`src/rtl/seg7_pkg.sv`:
```
// Shared constants and types for the 6-digit multiplexed 7-segment scanner.
// Segment patterns are active-low, ordered {dp,g,f,e,d,c,b,a}.
package seg7_pkg;

  localparam logic [7:0] SEG_0    = 8'hC0;
  localparam logic [7:0] SEG_1    = 8'hF9;
  localparam logic [7:0] SEG_2    = 8'hA4;
  localparam logic [7:0] SEG_3    = 8'hB0;
  localparam logic [7:0] SEG_4    = 8'h99;
  localparam logic [7:0] SEG_5    = 8'h92;
  localparam logic [7:0] SEG_6    = 8'h82;
  localparam logic [7:0] SEG_7    = 8'hF8;
  localparam logic [7:0] SEG_8    = 8'h80;
  localparam logic [7:0] SEG_9    = 8'h90;
  localparam logic [7:0] SEG_DASH = 8'hBF;
  localparam logic [7:0] SEG_OFF  = 8'hFF;

  localparam logic [2:0] SLOT_SL = 3'd0;
  localparam logic [2:0] SLOT_SH = 3'd1;
  localparam logic [2:0] SLOT_ML = 3'd2;
  localparam logic [2:0] SLOT_MH = 3'd3;
  localparam logic [2:0] SLOT_QL = 3'd4;
  localparam logic [2:0] SLOT_QH = 3'd5;

  localparam int DP_BIT = 7;

  // One frame's worth of display data, captured on the 5->0 digit wrap.
  typedef struct packed {
    logic       colon;
    logic [1:0] qh;
    logic [3:0] ql;
    logic [2:0] mh;
    logic [3:0] ml;
    logic [2:0] sh;
    logic [3:0] sl;
  } snap_t;

endpackage

```
`src/rtl/seg7_scan_if.sv`:
```
// Display-side bundle of seg7_scan: time digits and controls in, scan outputs out.
// Signal names follow the board-level pin names.
interface seg7_scan_if;
  logic       EN;
  logic       COLON;
  logic [1:0] QH;
  logic [3:0] QL;
  logic [2:0] MH;
  logic [3:0] ML;
  logic [2:0] SH;
  logic [3:0] SL;
  logic [5:0] DSEL;
  logic [7:0] SEG;

  modport master (
    output EN, COLON, QH, QL, MH, ML, SH, SL,
    input  DSEL, SEG
  );

  modport slave (
    input  EN, COLON, QH, QL, MH, ML, SH, SL,
    output DSEL, SEG
  );
endinterface

```
`src/rtl/seg7_dec.sv`:
```
// Combinational BCD to active-low 7-segment decoder with decimal point.
// Codes above 9 render as a dash.
module seg7_dec
  import seg7_pkg::*;
(
  input  logic [3:0] bcd,
  input  logic       dp,
  output logic [7:0] seg
);

  always_comb begin
    // NOTE: seg gets a default before the case so no path can leave it unassigned (no latch).
    seg = SEG_DASH;
    case (bcd)
      4'd0: seg = SEG_0;
      4'd1: seg = SEG_1;
      4'd2: seg = SEG_2;
      4'd3: seg = SEG_3;
      4'd4: seg = SEG_4;
      4'd5: seg = SEG_5;
      4'd6: seg = SEG_6;
      4'd7: seg = SEG_7;
      4'd8: seg = SEG_8;
      4'd9: seg = SEG_9;
      default: seg = SEG_DASH;
    endcase
    if (dp) seg[DP_BIT] = 1'b0;
  end

endmodule

```
`src/rtl/seg7_scan.sv`:
```
// 6-digit multiplexed 7-segment scanner with per-slot blanking and frame snapshot.
// Optional build macro: LEAD_ZERO_BLANK_EN blanks a leading zero in the hours-tens slot.
module seg7_scan
  import seg7_pkg::*;
#(
  parameter int SCAN_DIV  = 50000,
  parameter int BLANK_CYC = 4
) (
  input  logic       CLK,
  input  logic       RST,
  seg7_scan_if.slave bus
);

  localparam int             CW      = (SCAN_DIV > 2) ? $clog2(SCAN_DIV) : 1;
  localparam logic [CW-1:0]  C_LAST  = CW'(SCAN_DIV - 1);
  localparam logic [CW-1:0]  C_BLANK = CW'(BLANK_CYC);

  logic [CW-1:0] c_q, c_d;
  logic [2:0]    idx_q, idx_d;
  snap_t         snap_q, snap_d, live;
  logic [5:0]    dsel_q, dsel_d;
  logic [7:0]    seg_q, seg_d;

  logic          slot_wrap;
  logic [3:0]    digit;
  logic          dp;
  logic          lead_blank;
  logic [7:0]    dec_seg;

  assign live = '{colon: bus.COLON, qh: bus.QH, ql: bus.QL, mh: bus.MH,
                  ml: bus.ML, sh: bus.SH, sl: bus.SL};

  seg7_dec u_dec (
    .bcd (digit),
    .dp  (dp),
    .seg (dec_seg)
  );

  always_comb begin
    slot_wrap = (c_q == C_LAST);
    c_d       = slot_wrap ? '0 : c_q + 1'b1;
    idx_d     = idx_q;
    snap_d    = snap_q;
    if (slot_wrap) begin
      idx_d = (idx_q == SLOT_QH) ? SLOT_SL : idx_q + 3'd1;
      if (idx_q == SLOT_QH) snap_d = live;
    end

    // The snapshot only changes while entering slot 0's blank phase, so any
    // drive-phase edge sees snap_q equal to the frame's captured data.
    digit = 4'd0;
    case (idx_d)
      SLOT_SL: digit = snap_q.sl;
      SLOT_SH: digit = {1'b0, snap_q.sh};
      SLOT_ML: digit = snap_q.ml;
      SLOT_MH: digit = {1'b0, snap_q.mh};
      SLOT_QL: digit = snap_q.ql;
      SLOT_QH: digit = {2'b00, snap_q.qh};
      default: digit = 4'd0;
    endcase
    dp = snap_q.colon && (idx_d == SLOT_ML || idx_d == SLOT_QL);

`ifdef LEAD_ZERO_BLANK_EN
    lead_blank = (idx_d == SLOT_QH) && (snap_q.qh == 2'd0);
`else
    lead_blank = 1'b0;
`endif

    // Outputs are computed from the next-state counters so they switch on the
    // same edge that enters the new phase or slot.
    dsel_d = '0;
    seg_d  = SEG_OFF;
    if (bus.EN && (c_d >= C_BLANK)) begin
      dsel_d = 6'd1 << idx_d;
      seg_d  = lead_blank ? SEG_OFF : dec_seg;
    end
  end

  // NOTE: state uses non-blocking assignments so every flop samples pre-edge values.
  always_ff @(posedge CLK or negedge RST) begin
    if (!RST) begin
      c_q    <= '0;
      idx_q  <= SLOT_SL;
      // NOTE: the snapshot is plain flops (not a RAM), so it is reset like the rest.
      snap_q <= '0;
      dsel_q <= '0;
      seg_q  <= SEG_OFF;
    end else begin
      c_q    <= c_d;
      idx_q  <= idx_d;
      snap_q <= snap_d;
      dsel_q <= dsel_d;
      seg_q  <= seg_d;
    end
  end

  assign bus.DSEL = dsel_q;
  assign bus.SEG  = seg_q;

endmodule

```
`src/flat_wrapper.sv`:
```
// flat-port wrapper written by rule: the top's interface ports become plain ports
module seg7_scan_flat import seg7_pkg::*;
#(
  parameter int SCAN_DIV  = 50000,
  parameter int BLANK_CYC = 4
)
  (CLK, RST, bus_EN, bus_COLON, bus_QH, bus_QL, bus_MH, bus_ML, bus_SH, bus_SL, bus_DSEL, bus_SEG);
  seg7_scan_if bus_i ();
  input  logic CLK;
  input  logic RST;
  input wire logic [$bits(bus_i.EN)-1:0] bus_EN;
  input wire logic [$bits(bus_i.COLON)-1:0] bus_COLON;
  input wire logic [$bits(bus_i.QH)-1:0] bus_QH;
  input wire logic [$bits(bus_i.QL)-1:0] bus_QL;
  input wire logic [$bits(bus_i.MH)-1:0] bus_MH;
  input wire logic [$bits(bus_i.ML)-1:0] bus_ML;
  input wire logic [$bits(bus_i.SH)-1:0] bus_SH;
  input wire logic [$bits(bus_i.SL)-1:0] bus_SL;
  output wire logic [$bits(bus_i.DSEL)-1:0] bus_DSEL;
  output wire logic [$bits(bus_i.SEG)-1:0] bus_SEG;
  assign bus_i.EN = bus_EN;
  assign bus_i.COLON = bus_COLON;
  assign bus_i.QH = bus_QH;
  assign bus_i.QL = bus_QL;
  assign bus_i.MH = bus_MH;
  assign bus_i.ML = bus_ML;
  assign bus_i.SH = bus_SH;
  assign bus_i.SL = bus_SL;
  assign bus_DSEL = bus_i.DSEL;
  assign bus_SEG = bus_i.SEG;
  seg7_scan #(.SCAN_DIV(SCAN_DIV), .BLANK_CYC(BLANK_CYC)) u_core (.CLK(CLK), .RST(RST), .bus(bus_i));
endmodule
```
`config.mk`:
```
export PLATFORM = sky130hd
export DESIGN_NAME = seg7_scan_flat
export DESIGN_NICKNAME = d
export VERILOG_FILES = /design/src/rtl/seg7_pkg.sv /design/src/rtl/seg7_scan_if.sv /design/src/rtl/seg7_dec.sv /design/src/rtl/seg7_scan.sv /design/src/flat_wrapper.sv
export SDC_FILE = /design/constraint.sdc
export NUM_CORES = 1
export LEC_CHECK = 0
export BUFFER_PORTS_ARGS = -buffer_cell sky130_fd_sc_hd__buf_4
export CAP_MARGIN = 20
export CORE_AREA = 10 10 110 112
export DETAILED_ROUTE_END_ITERATION = 16
export DIE_AREA = 0 0 120 122
export PLACE_DENSITY = 0.54
export SYNTH_ARGS = -nofsm -noshare
export SYNTH_HDL_FRONTEND = slang
export SYNTH_SLANG_ARGS = --single-unit
```
`constraint.sdc`:
```
create_clock -name CLK -period 8.5 [get_ports CLK]
set_input_delay 1.275 -clock CLK [delete_from_list [all_inputs] [get_ports CLK]]
set_output_delay 1.275 -clock CLK [all_outputs]
set_load 0.05 [all_outputs]
```
==> reports/qor.txt, run 1 <==
maximum number of pins on one net before global-route repair: 55
main flop type after synthesis: sky130_fd_sc_hd__dfrtp_1
global-route wire length before repair: 10400 um
clock sinks: 54
maximum fanout encountered on the critical timing path: 16
number of routed nets with antenna violations: 0
TritonCTS clock tree: built
critical path startpoint category: flop
internal portion of total power: 344 uW
post-detail-place hpwl: 4510 um
cts bufs inserted: 5
crit path buf inv count: 1
all-layer global routing usage: 8.56%
Clock Latency Late Sink: 0.31 ns
largest area contributor in the netlist: sky130_fd_sc_hd__dfrtp_1
post-cts repair resize count: 0
DRC marker count from the first detailed-route iteration: 135
initial antenna violation count: 0
kind of end point of the critical path: flop
relative contribution of sequential cells to total power: 59.2%
die extent in y: 122 um
count of placed standard cells in the final layout, fillers left out: 434
number of distinct library cell variants in the gate-level netlist after synthesis: 58
commonest non-fill, non-tap cell in the layout: sky130_fd_sc_hd__dfrtp_1
DRC violations left: 0
synthesized instance count: 269
relative contribution of the clock network to total power: 31.0%
post-route standard cell area excluding fillers: 3370 um2
P per Cell Area: 135 nW/um2
Die Area: 14600 um2
CTS Root Cell: sky130_fd_sc_hd__clkbuf_8
register bit count reported by yosys: 54
number of warnings reported in the yosys synthesis log: 0
Max Cap Viol: 0
endpoints failing hold: 0
area fraction of the dominant cell type after synthesis: 39.2%
relative max-transition margin: 40.8%
final core occ: 33.5%
number of rows created at floorplan: 37
portion of the post-synthesis area used by sequential elements: 46.3%
Syn Nets: 299
post-layout min period: 3.83 ns
Critical Path, Cell by Cell: or4b_4, nor4_4, xnor2_1, nor2_1, a211oi_2, inv_1, ha_1, or3_1, a31o_2
clock-pin slew on the worst setup and hold paths: 0.10 ns
setup total negative slack: 0 ns
data arrival time of the critical path: 4.08 ns
total leakage power: 1.44 nW
initial core utilization: 29.3%
number of buffers on the longest clock path: 2
Psw: 111 uW
detail-routed via count per cell: 4.76
Final setup violation count: 0
post-CTS setup buffer count: 0
Final Cycle Share: 45.1%
number of nets in the layout: 327
routed length per placed instance: 14.4 um
result of the run: finished clean
Slew @ Worst Pin: 0.882 ns
startpoint-to-endpoint class of the critical path: reg -> reg
mean post-synth cell area: 10.9 um2
Final Total Pwr: 455 uW
Final GP Congestion: 0.830
number of hold buffers added after cts: 0
fraction of power spent switching nets: 24.5%
most frequent cells in the layout: 46 x sky130_fd_sc_hd__dfrtp_1, 37 x sky130_fd_sc_hd__buf_4, 21 x sky130_fd_sc_hd__nor2_1, 21 x sky130_fd_sc_hd__mux2_2
number of enable flip-flop cells after synthesis: 0
first drt pass iteration count: 4
Worst IR Drop VDD: 61.0 uV
number of input and output port buffers inserted: 37
Syn Std Cell Area: 2940 um2
synthesis-to-finish area growth: 14.6%
ant diodes: 0
ys async rst share: 100%
path type of the worst min-delay path: reg -> reg
fraction of final layout cells sized beyond drive strength 1: 28.9%
top achievable clock speed: 261 MHz
delay of the slowest critical-path stage: 0.75 ns
number of H-tree levels: 2
slowest cell on the critical path: sky130_fd_sc_hd__nor4_4
cells taking the most area after synthesis: sky130_fd_sc_hd__dfrtp_1 39%, sky130_fd_sc_hd__mux2_2 8.0%, sky130_fd_sc_hd__dfstp_2 7.2%
Final Max Slew Viols: 0
routed wire length: 6230 um
share of power burned in combinational logic: 9.8%
placeable core area: 10000 um2
via count of the first global-routing pass: 2006
Fillers: 1025
Die X: 120 um
overflow left after global routing: 0
Worst Path Required: 8.75 ns
final setup skew: 0.00876 ns
placed instance count: 425
total cell area at the placement stage: 3270 um2
routed via count: 2067
unrepaired setup endpoints after global routing: no
count of boundary I/O pins: 38
Largest delay share family, worst path: simple AND/OR/NAND/NOR gates
final cells by class:
class | instances | area (um2) | share of cell area, %
tap | 136 | 170 | 5.05
clock inverter | 1 | 7.51 | 0.223
timing repair buffer | 38 | 293 | 8.69
inverter | 7 | 26.3 | 0.780
clock buffer | 7 | 76.3 | 2.27
sequential | 54 | 1360 | 40.4
multi-input combinational | 191 | 1430 | 42.6
flip-flops by register name (all words and copies together) (netlist names):
name / count
u_core.snap_q: 21
u_core.c_q: 16
u_core.bus.SEG: 8
u_core.bus.DSEL: 6
u_core.idx_q: 3
worst reg2reg max path, stage by stage (launching register included):
cell and delay [ns]:
sky130_fd_sc_hd__dfrtp_1 0.47, sky130_fd_sc_hd__or4b_4 0.57, sky130_fd_sc_hd__nor4_4 0.75, sky130_fd_sc_hd__xnor2_1 0.33
sky130_fd_sc_hd__nor2_1 0.11, sky130_fd_sc_hd__a211oi_2 0.48, sky130_fd_sc_hd__inv_1 0.13, sky130_fd_sc_hd__ha_1 0.33
sky130_fd_sc_hd__or3_1 0.37, sky130_fd_sc_hd__a31o_2 0.23
per-layer routing:
layer	global-route usage (%)	part of all wire, %	up-vias
li1	-	-	1034
met1	11.9	50	972
met2	12.3	43	55
met3	2.17	5.5	6
met4	3.62	1.7	0
met5	0	0	-
kinds of logic (layout without fill, tap and decap cells):
family	Yosys count	count (layout)	synth area share, %
simple gates	103	103	21.1
xor+xnor	15	15	4.47
buf+inv	24	53	4.90
fa+ha+maj	6	6	2.55
mux	33	33	12.1
flops	54	54	46.3
compound gates	34	34	8.52
per-stage QoR:
| step | hold WS (ns) | worst slack, ns |
|---|---|---|
| after floorplan | 0.425 | 5.28 |
| after global placement | 0.438 | 4.81 |
| after detailed placement | 0.450 | 4.69 |
| after CTS | 0.465 | 4.66 |
| after global routing | 0.478 | 4.43 |
| final | 0.461 | 4.67 |
power by group through the flow:
stage	Sequential [mW]	Combinational [mW]	Clock, mW
after global placement	0.275	0.0455	0
after detailed placement	0.275	0.0457	0
after floorplan	0.283	0.0166	0
final	0.270	0.0446	0.141
after global routing	0.271	0.0493	0.160
after CTS	0.270	0.0457	0.150
Yosys cell counts (all sizes together) (2+ instances only):
master / instances
dfrtp: 46
and4: 5
nor2b: 2
nor3: 9
a21o: 4
xor2: 5
or4b: 2
nand4: 5
nor4: 5
ha: 6
a21oi: 6
mux2i: 12
nand3b: 3
and2: 2
a22o: 3
dfstp: 8
nand2: 10
and3: 7
o21ai: 5
or3: 4
nand2b: 3
or4: 3
xnor2: 10
buf: 10
mux2: 21
nand3: 12
a211oi: 2
clkbuf: 7
a31o: 6
o2111ai: 2
inv: 7
nor4b: 2
nand4b: 2
nor2: 21
nor3b: 2
final timing paths:
path	startpoint	to	slack [ns]	depth (start not counted)
hold / removal	u_core.c_q[0]	u_core.c_q[0]	0.46	1
setup reg to reg	u_core.c_q[7]	u_core.bus.SEG[3]	4.67	9
setup / recovery	u_core.c_q[7]	u_core.bus.SEG[3]	4.67	9
min in group asynchronous	RST	u_core.c_q[0]	0.99	1
max in group asynchronous	RST	u_core.c_q[13]	7.05	1
hold reg to reg	u_core.c_q[0]	u_core.c_q[0]	0.46	1
No activity file was read; power rests on OpenSTA's default activity.
==> inputs of run 2 (changes only) <==
--- a/config.mk
+++ b/config.mk
@@ -5,12 +5,13 @@
 export SDC_FILE = /design/constraint.sdc
 export NUM_CORES = 1
 export LEC_CHECK = 0
+export ABC_AREA = 1
 export BUFFER_PORTS_ARGS = -buffer_cell sky130_fd_sc_hd__buf_4
 export CAP_MARGIN = 20
-export CORE_AREA = 10 10 110 112
+export CORE_AREA = 10 10 113 115
 export DETAILED_ROUTE_END_ITERATION = 16
-export DIE_AREA = 0 0 120 122
-export PLACE_DENSITY = 0.54
+export DIE_AREA = 0 0 123 125
+export PLACE_DENSITY = 0.53
 export SYNTH_ARGS = -nofsm -noshare
 export SYNTH_HDL_FRONTEND = slang
 export SYNTH_SLANG_ARGS = --single-unit
==> constraint.sdc (replaced) <==
create_clock -name CLK -period 3.6 [get_ports CLK]
set_input_delay 0.54 -clock CLK [delete_from_list [all_inputs] [get_ports CLK]]
set_output_delay 0.54 -clock CLK [all_outputs]
set_load 0.05 [all_outputs]
==> run 2 against run 1 <==
Against the previous run:
- sequential power is 140% higher
- first-iteration DRC count is 11% higher
- sequential share of layout area is 3.0 points lower
- worst hold slack worse by 0.21 ns
- flip-flop and latch count unchanged
- via count grew 14%
- critical path depth rose by 8
==> reports/qor.txt, run 2 <==
synthesized instance count: 353
kind of end point of the critical path: flop
endpoints failing hold: 0
startpoint of the lowest-slack register-to-register path: u_core.c_q[12]
commonest non-fill, non-tap cell in the layout: sky130_fd_sc_hd__nand2_1
portion of the post-synthesis area used by sequential elements: 44.0%
Clock Latency Late Sink: 0.31 ns
number of input and output port buffers inserted: 37
Fillers: 1100
final core occ: 34.3%
number of rows created at floorplan: 38
routed via count: 2363
all-layer global routing usage: 9.44%
top cells by instance count after synthesis: 76 x sky130_fd_sc_hd__nand2_1, 46 x sky130_fd_sc_hd__dfrtp_1, 40 x sky130_fd_sc_hd__nand3_1, 40 x sky130_fd_sc_hd__nor2_1, 39 x sky130_fd_sc_hd__inv_1
overflow left after global routing: 0
Die Area: 15400 um2
post-detail-place hpwl: 5430 um
global-route wire length before repair: 12000 um
Syn Std Cell Area: 3090 um2
cts bufs inserted: 5
critical path startpoint: u_core.c_q[12]
top achievable clock speed: 392 MHz
most frequent cells in the layout: 76 x sky130_fd_sc_hd__nand2_1, 46 x sky130_fd_sc_hd__dfrtp_1, 40 x sky130_fd_sc_hd__nand3_1, 40 x sky130_fd_sc_hd__nor2_1, 39 x sky130_fd_sc_hd__inv_1
CTS Root Cell: sky130_fd_sc_hd__clkbuf_8
initial core utilization: 29.2%
Top reg by flops: u_core.snap_q
cells taking the most area after synthesis: sky130_fd_sc_hd__dfrtp_1 37%, sky130_fd_sc_hd__nand2_1 9.2%, sky130_fd_sc_hd__mux2_2 7.6%
synthesis-to-finish area growth: 17.8%
maximum fanout encountered on the critical timing path: 11
Die X: 123 um
initial antenna violation count: 0
Final GP Congestion: 0.906
relative max-transition margin: 54.9%
DRC violations left: 0
number of enable flip-flop cells after synthesis: 0
final worst-path setup slack: 1.05 ns
Worst IR Drop VDD: 182 uV
placeable core area: 10600 um2
maximum number of pins on one net before global-route repair: 55
Final setup violation count: 0
via count of the first global-routing pass: 2366
mean post-synth cell area: 8.76 um2
ys async rst share: 100%
ant diodes: 0
register bit count reported by yosys: 54
clock sinks: 54
P per Cell Area: 317 nW/um2
number of nets in the layout: 425
logic depth of the worst register-to-register path: 17
Max Cap Viol: 0
die extent in y: 125 um
path type of the worst min-delay path: in -> async
main flop type after synthesis: sky130_fd_sc_hd__dfrtp_1
count leader, synth: sky130_fd_sc_hd__nand2_1
first drt pass iteration count: 5
Post-Place Worst Slack: 1.06 ns
unrepaired setup endpoints after global routing: no
Final Hold Slack: 0.248 ns
count of boundary I/O pins: 38
largest area contributor in the netlist: sky130_fd_sc_hd__dfrtp_1
Slew @ Worst Pin: 0.677 ns
number of buffers on the longest clock path: 2
post-CTS setup buffer count: 0
result of the run: finished clean
number of distinct library cell variants in the gate-level netlist after synthesis: 32
post-cts repair resize count: 0
routed length per placed instance: 12.9 um
area fraction of the dominant cell type after synthesis: 37.2%
fraction of final layout cells sized beyond drive strength 1: 33.3%
TritonCTS clock tree: built
Syn Nets: 383
flip-flop count of the largest register, all copies and words added: 21
Final Max Slew Viols: 0
number of H-tree levels: 2
critical path startpoint category: flop
final setup skew: 0.00897 ns
post-layout min period: 2.55 ns
clock-pin slew on the worst setup and hold paths: 0.10 ns
total leakage power: 1.83 nW
routed wire length: 6940 um
startpoint-to-endpoint class of the critical path: reg -> reg
DRC marker count from the first detailed-route iteration: 150
setup total negative slack: 0 ns
Worst Path Required: 3.84 ns
data arrival time of the critical path: 2.79 ns
number of routed nets with antenna violations: 0
number of warnings reported in the yosys synthesis log: 0
detail-routed via count per cell: 4.41
Final Cycle Share: 70.9%
number of hold buffers added after cts: 0
run 2: cell types whose count changed after synthesis, sizes merged, moves of 7 or more:
cell / delta
mux2i: -12
and3: -7
nand2: +87
inv: +39
clkbuf: -7
xnor2: -10
buf: -7
nor2: +32
nand3: +37
run 2: worst paths after layout:
check / end / slack (ns)
min: u_core.c_q[2] / 0.25
max: u_core.bus.SEG[3] / 1.05
min reg2reg: u_core.bus.SEG[7] / 0.44
max in group asynchronous: u_core.snap_q[11] / 2.88
min in group CLK: u_core.bus.SEG[7] / 0.44
max reg2reg: u_core.bus.SEG[3] / 1.05
run 2: area by class of cell:
cell class / count / area [um2] / area share (%)
Multi-Input combinational cell: 249 / 1530 / 42.1
Sequential cell: 54 / 1360 / 37.4
Timing Repair Buffer: 38 / 285 / 7.84
Inverter: 47 / 178 / 4.88
Tap cell: 140 / 175 / 4.81
Clock buffer: 6 / 72.6 / 1.99
Clock inverter: 2 / 37.5 / 1.03
run 2: worst max-delay path, cell delays in order (launching register included):
cell	delay [ns]
sky130_fd_sc_hd__dfrtp_1	0.46
sky130_fd_sc_hd__nor2_1	0.20
sky130_fd_sc_hd__nand2_2	0.12
sky130_fd_sc_hd__nor2_8	0.16
sky130_fd_sc_hd__nand2_4	0.09
sky130_fd_sc_hd__nand2_2	0.07
sky130_fd_sc_hd__nand2_2	0.19
sky130_fd_sc_hd__inv_1	0.18
sky130_fd_sc_hd__nand2_1	0.11
sky130_fd_sc_hd__nor2_1	0.09
sky130_fd_sc_hd__nor2_1	0.05
sky130_fd_sc_hd__nand2_1	0.12
sky130_fd_sc_hd__inv_1	0.10
sky130_fd_sc_hd__ha_1	0.28
sky130_fd_sc_hd__inv_1	0.05
sky130_fd_sc_hd__nand2_1	0.06
sky130_fd_sc_hd__nand3_1	0.06
sky130_fd_sc_hd__nand3_1	0.07
run 2: cells by family (layout without fill, tap and decap cells):
family | count (synthesis) | count (layout) | synth area share, %
simple gates | 213 | 213 | 37.6
fa+ha+maj | 6 | 6 | 2.43
mux | 21 | 21 | 7.65
compound gates | 9 | 9 | 1.86
flops | 54 | 54 | 44.0
buf+inv | 50 | 93 | 6.43
run 2: routing by layer:
| metal | up-vias | share of wire (%) | routed length, um | track usage, % |
|---|---|---|---|---|
| met5 | - | 0 | 0 | 0 |
| met4 | 0 | 1.2 | 86 | 2.47 |
| met3 | 7 | 4.6 | 319 | 2.12 |
| met2 | 54 | 43 | 2990 | 13.7 |
| met1 | 1104 | 51 | 3540 | 13.7 |
| li1 | 1198 | - | - | - |
run 2: report_power, final:
part	total (mW)	switching, mW	internal [mW]
combinational	0.107	0.0634	0.0436
sequential	0.638	0.00965	0.628
clock	0.411	0.203	0.208
total	1.16	0.276	0.880
run 2: metrics by stage:
step / cell area, um2 / std cells / total power [mW]
global placement: 3530 / 528 / 0.758
floorplan: 3090 / 353 / 0.707
finish: 3640 / 536 / 1.16
global route: 3640 / 536 / 1.21
CTS: 3640 / 536 / 1.18
detailed placement: 3530 / 528 / 0.759
==> inputs of run 3 (changes only) <==
==> constraint.sdc (replaced) <==
create_clock -name CLK -period 2.4 [get_ports CLK]
set_input_delay 0.36 -clock CLK [delete_from_list [all_inputs] [get_ports CLK]]
set_output_delay 0.36 -clock CLK [all_outputs]
set_load 0.05 [all_outputs]
==> run 3 against run 2 <==
Against the previous run:
- final cell count increased by 3.5%
- power up 42%
- worst hold slack worse by 0.17 ns
- wire length grew 3.2%
- cell area grew 5.7%
- worst setup slack got worse by 0.89 ns
- global-route usage shrank 0.071 points
==> reports/qor.txt, run 3 (same netlist as run 2, synthesis figures left out) <==
Final Cycle Share: 93.4%
routed length per placed instance: 12.9 um
Clock Latency Late Sink: 0.31 ns
Final setup violation count: 0
initial core utilization: 29.2%
first drt pass iteration count: 4
Max Cap Viol: 0
critical path startpoint category: flop
maximum number of pins on one net before global-route repair: 55
kind of end point of the critical path: flop
number of H-tree levels: 2
Worst IR Drop VDD: 221 uV
post-detail-place hpwl: 5580 um
final setup skew: 0.00995 ns
CTS Root Cell: sky130_fd_sc_hd__clkbuf_8
synthesis-to-finish area growth: 24.4%
maximum fanout encountered on the critical timing path: 5
routed via count: 2464
P per Cell Area: 425 nW/um2
data arrival time of the critical path: 2.49 ns
number of rows created at floorplan: 38
commonest non-fill, non-tap cell in the layout: sky130_fd_sc_hd__nand2_1
global-route wire length before repair: 11900 um
final worst-path setup slack: 0.159 ns
via count of the first global-routing pass: 2461
ant diodes: 0
endpoints failing hold: 0
fraction of final layout cells sized beyond drive strength 1: 39.8%
die extent in y: 125 um
top achievable clock speed: 446 MHz
Die Area: 15400 um2
number of input and output port buffers inserted: 37
total leakage power: 1.94 nW
DRC violations left: 0
startpoint-to-endpoint class of the critical path: reg -> reg
Worst Path Required: 2.65 ns
routed wire length: 7160 um
detail-routed via count per cell: 4.44
TritonCTS clock tree: built
final core occ: 36.3%
post-layout min period: 2.24 ns
number of routed nets with antenna violations: 0
result of the run: finished clean
initial antenna violation count: 0
clock sinks: 54
number of nets in the layout: 444
cts bufs inserted: 5
Top reg by flops: u_core.snap_q
clock-pin slew on the worst setup and hold paths: 0.10 ns
Final Max Slew Viols: 0
path type of the worst min-delay path: in -> async
DRC marker count from the first detailed-route iteration: 118
number of hold buffers added after cts: 0
all-layer global routing usage: 9.37%
Slew @ Worst Pin: 0.680 ns
most frequent cells in the layout: 73 x sky130_fd_sc_hd__nand2_1, 57 x sky130_fd_sc_hd__buf_4, 44 x sky130_fd_sc_hd__dfrtp_1, 38 x sky130_fd_sc_hd__nand3_1, 37 x sky130_fd_sc_hd__inv_1
relative max-transition margin: 54.6%
placeable core area: 10600 um2
overflow left after global routing: 0
Post-Place Worst Slack: -0.0323 ns
Final Total Pwr: 1.64 mW
Die X: 123 um
Fillers: 1096
flip-flop count of the largest register, all copies and words added: 21
count of boundary I/O pins: 38
Final GP Congestion: 0.955
number of buffers on the longest clock path: 2
run 3: cell count changes in the layout (fill, tap and decap cells not counted), sizes merged:
cell      change
buf          +19
inv           +1
clkinvlp      -1
bufinv        -1
clkinv        +2
clkbuf        -1
run 3: stage by stage:
step / setup TNS [ns] / area [um2] / hold slack [ns] / cells
after floorplan: 0 / 3090 / 0.0644 / 353
after global placement: 0 / 3610 / 0.411 / 539
after detailed placement: -0.0323 / 3610 / 0.421 / 539
after CTS: 0 / 3710 / 0.113 / 547
after global routing: -0.00886 / 3850 / 0.136 / 555
final: 0 / 3850 / 0.0774 / 555
run 3: timing repair:
| action | in CTS | in global routing |
|---|---|---|
| setup endpoints to repair | 1 | 7 |
| setup buffers | 0 | 8 |
| pin swaps | 0 | 11 |
| resized for setup | 3 | 21 |
run 3: path summary, 6_finish.rpt:
path	from	end	cells after the start	slack, ns
worst max-delay path	u_core.c_q[9]	u_core.bus.SEG[3]	16	0.16
worst min-delay path	RST	u_core.c_q[14]	1	0.08
worst max register to register	u_core.c_q[9]	u_core.bus.SEG[3]	16	0.16
worst min register to register	u_core.snap_q[20]	u_core.bus.SEG[7]	1	0.43
max in group asynchronous	RST	u_core.idx_q[1]	1	1.82
min in group CLK	bus_MH[1]	u_core.snap_q[12]	2	0.27
run 3: power by group:
| group | internal [mW] | switching (mW) |
|---|---|---|
| Sequential | 0.942 | 0.0142 |
| Clock | 0.206 | 0.312 |
| Combinational | 0.0659 | 0.0958 |
| Total | 1.21 | 0.422 |
run 3: layer usage:
| layer | wire length, um | up-vias | track usage (%) |
|---|---|---|---|
| met3 | 333 | 7 | 2.07 |
| met5 | 0 | - | 0 |
| met1 | 3490 | 1160 | 12.9 |
| met4 | 81 | 0 | 2.47 |
| li1 | - | 1245 | - |
| met2 | 3260 | 52 | 14.4 |
run 3: final cells by class:
class	instances	area (um2)	area share (%)
multi-input cells	249	1610	41.9
flip-flops and latches	54	1360	35.4
repair buffers	57	428	11.1
inverters	47	179	4.65
well taps	140	175	4.55
clock buffers	5	68.8	1.79
clock inverters	3	21.3	0.553
run 3: critical path, stage by stage, from the launching register on:
cell and delay, ns:
sky130_fd_sc_hd__dfrtp_1 0.43, sky130_fd_sc_hd__nand2_2 0.12, sky130_fd_sc_hd__inv_4 0.09, sky130_fd_sc_hd__nand2_1 0.09
sky130_fd_sc_hd__nor2_4 0.17, sky130_fd_sc_hd__nand3_1 0.14, sky130_fd_sc_hd__nand2_4 0.14, sky130_fd_sc_hd__nor2_2 0.05
sky130_fd_sc_hd__nand2_1 0.07, sky130_fd_sc_hd__nand3_2 0.11, sky130_fd_sc_hd__nor2_4 0.17, sky130_fd_sc_hd__inv_2 0.07
sky130_fd_sc_hd__ha_1 0.29, sky130_fd_sc_hd__inv_1 0.05, sky130_fd_sc_hd__nand2_1 0.06, sky130_fd_sc_hd__nand3_1 0.07
sky130_fd_sc_hd__nand3_1 0.06
